`src/rtl/dmrs_ls_estimator.sv`:
```
// DM-RS least-squares channel estimator: H = Y * conj(X), rounded and saturated.
// Reference samples wait in a small FIFO until the matching received sample arrives.
module dmrs_ls_estimator #(
    parameter int RX_W       = 12,
    parameter int REF_W      = 9,
    parameter int FIFO_DEPTH = 8
) (
    input  logic             clk,
    input  logic             reset,
    input  logic             start,
    input  logic [9:0]       Mzc,
    input  logic [REF_W-1:0] ref_r,
    input  logic [REF_W-1:0] ref_i,
    input  logic             ref_valid,
    input  logic [RX_W-1:0]  rx_r,
    input  logic [RX_W-1:0]  rx_i,
    input  logic             rx_valid,
    output logic [RX_W-1:0]  est_r,
    output logic [RX_W-1:0]  est_i,
    output logic             est_valid,
    output logic             est_last,
    output logic             done,
    output logic             busy,
    output logic             ovf_err,
    output logic             udf_err
);

    localparam int AW = $clog2(FIFO_DEPTH);
    localparam int PW = RX_W + REF_W;
    localparam int SW = PW + 1;

    localparam logic [1:0] IDLE  = 2'd0;
    localparam logic [1:0] RUN   = 2'd1;
    localparam logic [1:0] DRAIN = 2'd2;

    localparam logic [AW:0]          CNT_FULL = (AW+1)'(FIFO_DEPTH);
    localparam logic signed [SW-1:0] RND      = SW'(64);

    logic [1:0]         state;
    logic [9:0]         mzc_q;
    logic [9:0]         ref_cnt;
    logic [9:0]         rx_cnt;
    logic [9:0]         out_cnt;
    logic [2*REF_W-1:0] mem [FIFO_DEPTH];
    logic [AW-1:0]      wr_ptr;
    logic [AW-1:0]      rd_ptr;
    logic [AW-1:0]      wr_addr;
    logic [AW:0]        count;

    logic start_cyc;
    logic fifo_full;
    logic fifo_empty;
    logic ref_take;
    logic push;
    logic pop;
    logic ovf_ev;
    logic udf_ev;
    logic rx_final;

    logic [REF_W-1:0]     h_r;
    logic [REF_W-1:0]     h_i;
    logic signed [PW-1:0] a_r;
    logic signed [PW-1:0] a_i;
    logic signed [PW-1:0] b_r;
    logic signed [PW-1:0] b_i;

    logic signed [PW-1:0] p_rr;
    logic signed [PW-1:0] p_ii;
    logic signed [PW-1:0] p_ir;
    logic signed [PW-1:0] p_ri;
    logic                 s1_valid;
    logic                 s1_last;

    logic signed [SW-1:0] sum_r;
    logic signed [SW-1:0] sum_i;

    assign start_cyc  = (state == IDLE) && start;
    assign fifo_full  = (count == CNT_FULL);
    assign fifo_empty = (count == '0);

    // The start cycle pushes into a FIFO that is being cleared at the same edge.
    assign ref_take = ref_valid &&
        (start_cyc ? (Mzc != 10'd0)
                   : ((state == RUN) && (ref_cnt < mzc_q)));

    assign pop      = (state == RUN) && rx_valid && !fifo_empty;
    assign udf_ev   = (state == RUN) && rx_valid && fifo_empty;
    assign push     = ref_take && (start_cyc || !fifo_full || pop);
    assign ovf_ev   = ref_take && !start_cyc && fifo_full && !pop;
    assign rx_final = pop && ((rx_cnt + 10'd1) == mzc_q);
    assign wr_addr  = start_cyc ? '0 : wr_ptr;

    assign busy = (state != IDLE);

    always_ff @(posedge clk) begin
        if (push) begin
            mem[wr_addr] <= {ref_r, ref_i};
        end
    end

    assign {h_r, h_i} = mem[rd_ptr];

    assign a_r = $signed({{REF_W{rx_r[RX_W-1]}}, rx_r});
    assign a_i = $signed({{REF_W{rx_i[RX_W-1]}}, rx_i});
    assign b_r = $signed({{RX_W{h_r[REF_W-1]}}, h_r});
    assign b_i = $signed({{RX_W{h_i[REF_W-1]}}, h_i});

    always_ff @(posedge clk or negedge reset) begin
        if (!reset) begin
            state   <= IDLE;
            mzc_q   <= '0;
            ref_cnt <= '0;
            rx_cnt  <= '0;
            wr_ptr  <= '0;
            rd_ptr  <= '0;
            count   <= '0;
            ovf_err <= 1'b0;
            udf_err <= 1'b0;
            done    <= 1'b0;
        end else begin
            done <= (state == DRAIN) && !s1_valid;
            if (start_cyc) begin
                mzc_q   <= Mzc;
                ref_cnt <= ref_take ? 10'd1 : 10'd0;
                rx_cnt  <= '0;
                rd_ptr  <= '0;
                wr_ptr  <= AW'(push);
                count   <= (AW+1)'(push);
                ovf_err <= 1'b0;
                udf_err <= 1'b0;
                state   <= (Mzc == 10'd0) ? DRAIN : RUN;
            end else begin
                if (ref_take) begin
                    ref_cnt <= ref_cnt + 10'd1;
                end
                if (pop) begin
                    rx_cnt <= rx_cnt + 10'd1;
                    rd_ptr <= rd_ptr + AW'(1);
                end
                if (push) begin
                    wr_ptr <= wr_ptr + AW'(1);
                end
                case ({push, pop})
                    2'b10:   count <= count + (AW+1)'(1);
                    2'b01:   count <= count - (AW+1)'(1);
                    default: count <= count;
                endcase
                if (ovf_ev) begin
                    ovf_err <= 1'b1;
                end
                if (udf_ev) begin
                    udf_err <= 1'b1;
                end
                case (state)
                    RUN: begin
                        if (rx_final) begin
                            state <= DRAIN;
                        end
                    end
                    DRAIN: begin
                        if (!s1_valid) begin
                            state <= IDLE;
                        end
                    end
                    default: state <= IDLE;
                endcase
            end
        end
    end

    always_ff @(posedge clk or negedge reset) begin
        if (!reset) begin
            p_rr     <= '0;
            p_ii     <= '0;
            p_ir     <= '0;
            p_ri     <= '0;
            s1_valid <= 1'b0;
            s1_last  <= 1'b0;
        end else begin
            s1_valid <= pop;
            s1_last  <= rx_final;
            if (pop) begin
                p_rr <= a_r * b_r;
                p_ii <= a_i * b_i;
                p_ir <= a_i * b_r;
                p_ri <= a_r * b_i;
            end
        end
    end

    assign sum_r = $signed({p_rr[PW-1], p_rr}) +
                   $signed({p_ii[PW-1], p_ii}) + RND;
    assign sum_i = $signed({p_ir[PW-1], p_ir}) -
                   $signed({p_ri[PW-1], p_ri}) + RND;

    // Shift out the Q2.7 fraction, then clamp into the sample range.
    function automatic logic [RX_W-1:0] rnd_sat(input logic signed [SW-1:0] s);
        logic signed [SW-1:0] sh;
        sh = s >>> 7;
        if ((&sh[SW-1:RX_W-1]) || !(|sh[SW-1:RX_W-1])) begin
            return sh[RX_W-1:0];
        end else if (sh[SW-1]) begin
            return {1'b1, {(RX_W-1){1'b0}}};
        end else begin
            return {1'b0, {(RX_W-1){1'b1}}};
        end
    endfunction

    always_ff @(posedge clk or negedge reset) begin
        if (!reset) begin
            est_r     <= '0;
            est_i     <= '0;
            est_valid <= 1'b0;
            est_last  <= 1'b0;
            out_cnt   <= '0;
        end else begin
            est_valid <= s1_valid;
            est_last  <= s1_valid && s1_last;
            if (s1_valid) begin
                est_r <= rnd_sat(sum_r);
                est_i <= rnd_sat(sum_i);
            end
            if (start_cyc) begin
                out_cnt <= '0;
            end else if (s1_valid) begin
                out_cnt <= out_cnt + 10'd1;
            end
        end
    end

endmodule
```
`config.mk`:
```
export PLATFORM = sky130hd
export DESIGN_NAME = dmrs_ls_estimator
export DESIGN_NICKNAME = d
export VERILOG_FILES = /design/src/rtl/dmrs_ls_estimator.sv
export SDC_FILE = /design/constraint.sdc
export NUM_CORES = 2
export LEC_CHECK = 0
export ABC_AREA = 1
export ABC_CLOCK_PERIOD_IN_PS = 8400
export CAP_MARGIN = 20
export CORE_ASPECT_RATIO = 0.9
export CORE_MARGIN = 5
export CORE_UTILIZATION = 53
export CTS_CLUSTER_DIAMETER = 150
export DETAILED_ROUTE_END_ITERATION = 8
export GPL_TIMING_DRIVEN = 0
export PLACE_DENSITY = 0.7
export SLEW_MARGIN = 20
export SYNTH_ARGS = -nofsm -noshare
export SYNTH_HDL_FRONTEND = slang
export SYNTH_SLANG_ARGS = --single-unit
```
`constraint.sdc`:
```
create_clock -name clk -period 8.4 [get_ports clk]
set_input_delay 1.68 -clock clk [delete_from_list [all_inputs] [get_ports clk]]
set_output_delay 1.68 -clock clk [all_outputs]
set_load 0.05 [all_outputs]
```
* Word level (Yosys, flattened, before mapping)
Memory sizes are Yosys's and may differ from the RTL's.
Index checks and enable logic that the tools add are counted.
** Storage, ports and cells
- Bits in registers :: 157
- Word-level logic and storage cells :: 112
- Memory bits (writable) :: 144
- Memories :: 1
** Memories
- mem :: words 8, bits a word 18, rd ports 1, clocked after memory_dff 0, wr ports 1, RTL line 44 : logic [2*REF_W-1:0] mem [FIFO_DEPTH];
** Cells by class
- Add/subtract/negate cells :: 10
- Muxes and demuxes :: 28
- Magnitude comparators :: 1
- Reduce and logical (&&, ||, !) cells :: 40
- $mul :: 4
- Equality and inequality tests :: 8
** Operators by type and width (number)
- $mul A12 B9 Y21 :: 4
- $mux W12 :: 4
- $add A22 B8 Y22 const B :: 2
- $mux W10 :: 4
- $add A21 B21 Y22 :: 1
- $sub A21 B21 Y22 :: 1
- $add A10 B1 Y10 const B :: 2
- $mux W3 :: 5
- $logic_and A1 B1 Y1 :: 13
- $reduce_bool A2 Y1 :: 6
- $eq A10 B10 Y1 :: 1
- $logic_not A10 Y1 :: 1
- $lt A10 B10 Y1 :: 1
- $reduce_bool A10 Y1 :: 1
- $mux W1 :: 8
- $mux W2 :: 4
- $pmux W4 S2 :: 1
- $reduce_and A4 Y1 :: 2
- $reduce_or A4 Y1 :: 2
- $logic_not A1 Y1 :: 7
- $add A3 B1 Y3 const B :: 2
- $ne A3 B3 Y1 const B :: 2
- $add A4 B1 Y4 const B :: 1
- $eq A2 B1 Y1 const B :: 2
- other kinds (10) :: 14

* Logic depth before layout (Yosys ltp)
- Depth in word-level cells :: 9
- Gate-level depth with buffers :: 28
- Mapped depth without buffers :: 26

* Worst setup path before layout
OpenSTA, ideal clock, no wires.
- Path kind :: input to register
- Start point :: input port rx_r[11]
- End point :: register p_ri[18]
- Cell stages on the path :: 21
- Buffers on the path :: 1
- Path slack :: 2.041 ns
- Data arrival time :: 6.228 ns
- Cell sequence :: buf_1 > clkinv_1 > nor2_1 > inv_1 > fa_1 > inv_1 > fa_1 > fa_1 > inv_1 > fa_1 > inv_1 > ha_1 > ha_1 > nand2_1 > nor2_1 > nand3_1 > nand4_1 > a21o_1 > or2_2 > nand3_1 > o21ai_0
** Between the ends
- Longest elaborated chain between the ends :: 1
** Ends and longest elaborated chain
- start: declaration :: RTL line 15 : input logic [RX_W-1:0] rx_r,
- $mul A12 B9 Y21 :: RTL line 186 : p_ri <= a_r * b_i;
- end signal: assignment :: RTL line 186
- end: declaration :: RTL line 70 : logic signed [PW-1:0] p_ri;
Every way passes these cells.
A chain may end at the register's enable or synchronous reset.

* Worst setup path in the final report
- Start point :: register rd_ptr[2]
- End point :: register p_ri[19]
** Between the ends
- Longest elaborated chain between the ends :: 2
** Ends and longest elaborated chain
- start: declaration :: RTL line 46 : logic [AW-1:0] rd_ptr;
- start signal: assignment :: RTL line 138 : rd_ptr <= rd_ptr + AW'(1);
- $mem_v2 Z8 W18
- $mul A12 B9 Y21 :: RTL line 186
Every way passes these cells.

==> impl_metrics.py <==
metrics = {
    "logic_synthesis": {
        "yosysWarnings": 0,
        "synth_top_area_cell": "fa_1",
        "netlist-cell-type-count": 53,
        "synth_nets": 4168,
        "ys_seq_area_frac": 0.271,
        "ys_ff_latch": 301,
        "syn_avg_cell_area_um2": 8.75,
        "synth.cell_area_mm2": 0.0304,
        "syn_inst": 3477,
        "synthTopCellsByArea": "fa_1 (24%), edfxtp_1 (14%), dfrtp_1 (13%)",
        "synth.top_cell.area_share": 0.240,
    },
    "worst_setup_path": {
        "path_buf_inv": 5,
        "crit_top_cell": "fa_1",
        "path_max_fanout": 10,
        "start_kind": "register",
        "cp-startpoint": "rd_ptr[2]",
        "cpMaxStageDelayCell": "nand2_1",
        "max_stage_delay_ns": 0.65,
        "path_cells": "clkbuf_1 > clkbuf_1 > o221ai_1 > nand2_1 > inv_1 > nand2_1 > fa_1 > fa_1 > inv_1 > fa_1 > fa_1 > fa_1 > ha_1 > nand3_1 > nand3_1 > inv_1 > o21ai_0 > nand3_1 > o2111ai_1 > or2_2 > nand3_1 > o21ai_0",
        "required_ns": 8.84,
        "r2r_slack_ns": 1.15,
        "r2r-end": "p_ri[19]",
        "path_class": "reg2reg",
        "cp_top_family": "adder cells",
        "rr_startpoint": "rd_ptr[2]",
        "crit_arrival_ns": 7.69,
        "r2r_cells": 22,
        "end_kind": "register",
    },
    "cts": {
        "clk_transition_reported_paths_ns": 0.06,
        "cts-resized-gates": 0,
        "clock_latency_ns": 0.55,
        "cts_tree": "done",
        "post_cts_buffers": 0,
        "cts-root-buf": "clkbuf_16",
        "ctsLongestPathBuffers": 3,
        "cts_max_level": 2,
        "cts_hold_buf": 0,
        "cts.sinks": 301,
        "numCtsBuffers": 35,
    },
    "placement": {
        "numPortBuffers": 81,
        "gp_congestion": 0.964,
        "dp_hpwl_um": 64900,
        "dp_slack_ns": 0.955,
        "placed_area_mm2": 0.0324,
        "dp_cells": 4331,
    },
    "floorplanning": {
        "core-area_mm2": 0.0570,
        "die-width_um": 263,
        "io_pins": 87,
        "start_util": 0.534,
        "rows": 83,
        "die_area_mm2": 0.0623,
        "die_h_um": 237,
    },
    "sta": {
        "worstMarginPinSlew_ns": 0.998,
        "setup_viol_count_final": 0,
        "timing.final.ws_setup_ns": 1.15,
        "max_freq_ghz": 0.138,
        "rsz0062_at_grt": "no",
        "fin_crit_sh": 0.863,
        "maxSlewHeadroom": 0.334,
        "hold_viol": 0,
        "slew_violations": 0,
        "skew_ns": 0.0240,
        "hold_ws_ns": 0.421,
        "finalCriticalPeriod_ns": 7.25,
    },
    "cells_and_area": {
        "fin_cells": 4392,
        "drive_above_1_share": 0.0485,
        "nNetsFinal": 4294,
        "antennaDiodeCount": 0,
        "fin_area_mm2": 0.0335,
        "area_growth_pct": 10.2,
    },
    "detailed_routing": {
        "drt-initial-drc-count": 2037,
        "viasPerCell": 5.39,
        "vias": 23700,
        "drc": 0,
        "wl_per_cell_um": 18.5,
        "drtAntennaViolNets": 0,
        "routed_wirelength_um": 81200,
        "drtPass1Iterations": 7,
    },
    "run": {
        "drv_cap": 0,
    },
    "worst_hold_path": {
        "min_path_cells": 0,
        "hp-start": "s1_valid",
        "hp-class": "reg2reg",
        "min_to": "est_valid",
    },
    "grt": {
        "grt_usage": 0.261,
        "grt_antenna_before_repair": 1,
        "grt_max_degree": 91,
        "grt_pass1_wl_um": 129000,
        "overflow": 0,
        "grt_pass1_vias": 23200,
    },
    "run_status": {
        "status": "completed",
    },
}
-- through the flow --
stage,TNS [ns],utilization
floorplan,0,-
global placement,-152.38,0.565
detailed placement,0,0.568
CTS,0,0.588
global route,0,0.588
finish,0,0.588
-- area by class of cell --
class / count / area [um^2]
Multi-Input combinational cell: 2468 / 19500
Clock buffer: 50 / 1000
Tap cell: 765 / 957
Sequential cell: 301 / 8250
Clock inverter: 11 / 170
Inverter: 598 / 2240
Fill cell: 4985 / 23500
Timing Repair Buffer: 89 / 916
Buffer: 110 / 515
-- worst register-to-register path, cell delays in order, from the launching register on --
cell and delay (ns):
dfrtp_1 0.32, clkbuf_1 0.51, clkbuf_1 0.54, o221ai_1 0.23, nand2_1 0.65, inv_1 0.44, nand2_1 0.20, fa_1 0.44
fa_1 0.56, inv_1 0.05, fa_1 0.49, fa_1 0.44, fa_1 0.48, ha_1 0.37, nand3_1 0.10, nand3_1 0.19
inv_1 0.07, o21ai_0 0.41, nand3_1 0.14, o2111ai_1 0.12, or2_2 0.14, nand3_1 0.13, o21ai_0 0.14
-- worst max path at each step --
stage          endpoint  cells past startpoint
6_report       p_ri[19]                     22
5_1_grt        p_ri[19]                     22
4_1_cts        p_ri[19]                     22
3_5_place_dp   p_ri[19]                     20
3_3_place_gp   p_ri[11]                      1
2_1_floorplan  p_ri[18]                     21
-- cells by family after synthesis --
family | Yosys count | share of synthesized area
simple gates | 1347 | 0.179
compound gates | 363 | 0.0712
buf+inv | 708 | 0.0907
flops | 301 | 0.271
fa+ha+maj | 634 | 0.351
xor+xnor | 88 | 0.0253
mux | 36 | 0.0118
-- synth_stat cells (all sizes together) --
cell type,instances
or2,23
inv,588
nand3,104
and2,2
a21boi,4
o21ai,146
nand4,19
xor2,40
nor3,20
o211ai,1
clkinv,10
nand2,783
fa,365
a21o,13
o221ai,36
nor4,3
and3,1
o21a,8
dfrtp,157
nor3b,1
buf,51
edfxtp,144
o211a,2
clkbuf,59
a211oi,1
o21bai,13
a31oi,19
nor2,387
ha,269
nand3b,4
o22ai,10
a22o,1
xnor2,48
o2111ai,3
mux2i,36
o31ai,3
a21oi,103
-- placed cells by master (no fill, tap or decap), types with 91 or more instances in the layout --
cell	synthesis	final
nand2_1	768	768
inv_1	584	584
nor2_1	378	374
fa_1	365	365
ha_1	269	269
dfrtp_1	157	157
edfxtp_1	144	144
o21ai_0	141	141
nand3_1	101	101
a21oi_1	92	91
-- flip-flops by register name, summed over array words and instances, names as in the netlist, 2 cells and up --
| register | flops |
|---|---|
| p_ii | 21 |
| p_ir | 21 |
| count | 4 |
| est_r | 12 |
| ref_cnt | 10 |
| est_i | 12 |
| wr_ptr | 3 |
| rd_ptr | 3 |
| mem | 144 |
| state | 2 |
| p_rr | 21 |
| rx_cnt | 10 |
| mzc_q | 10 |
| p_ri | 21 |
-- metal layers --
metal,track usage,routed length (um),share of wire
met5,0,14,0.00017
met2,0.404,35700,0.44
met4,0.0901,3320,0.041
met3,0.0502,6650,0.082
met1,0.373,35600,0.44
Power is not shown: default switching activity piles up to over one toggle a cycle in this logic, so the estimate is an artifact.
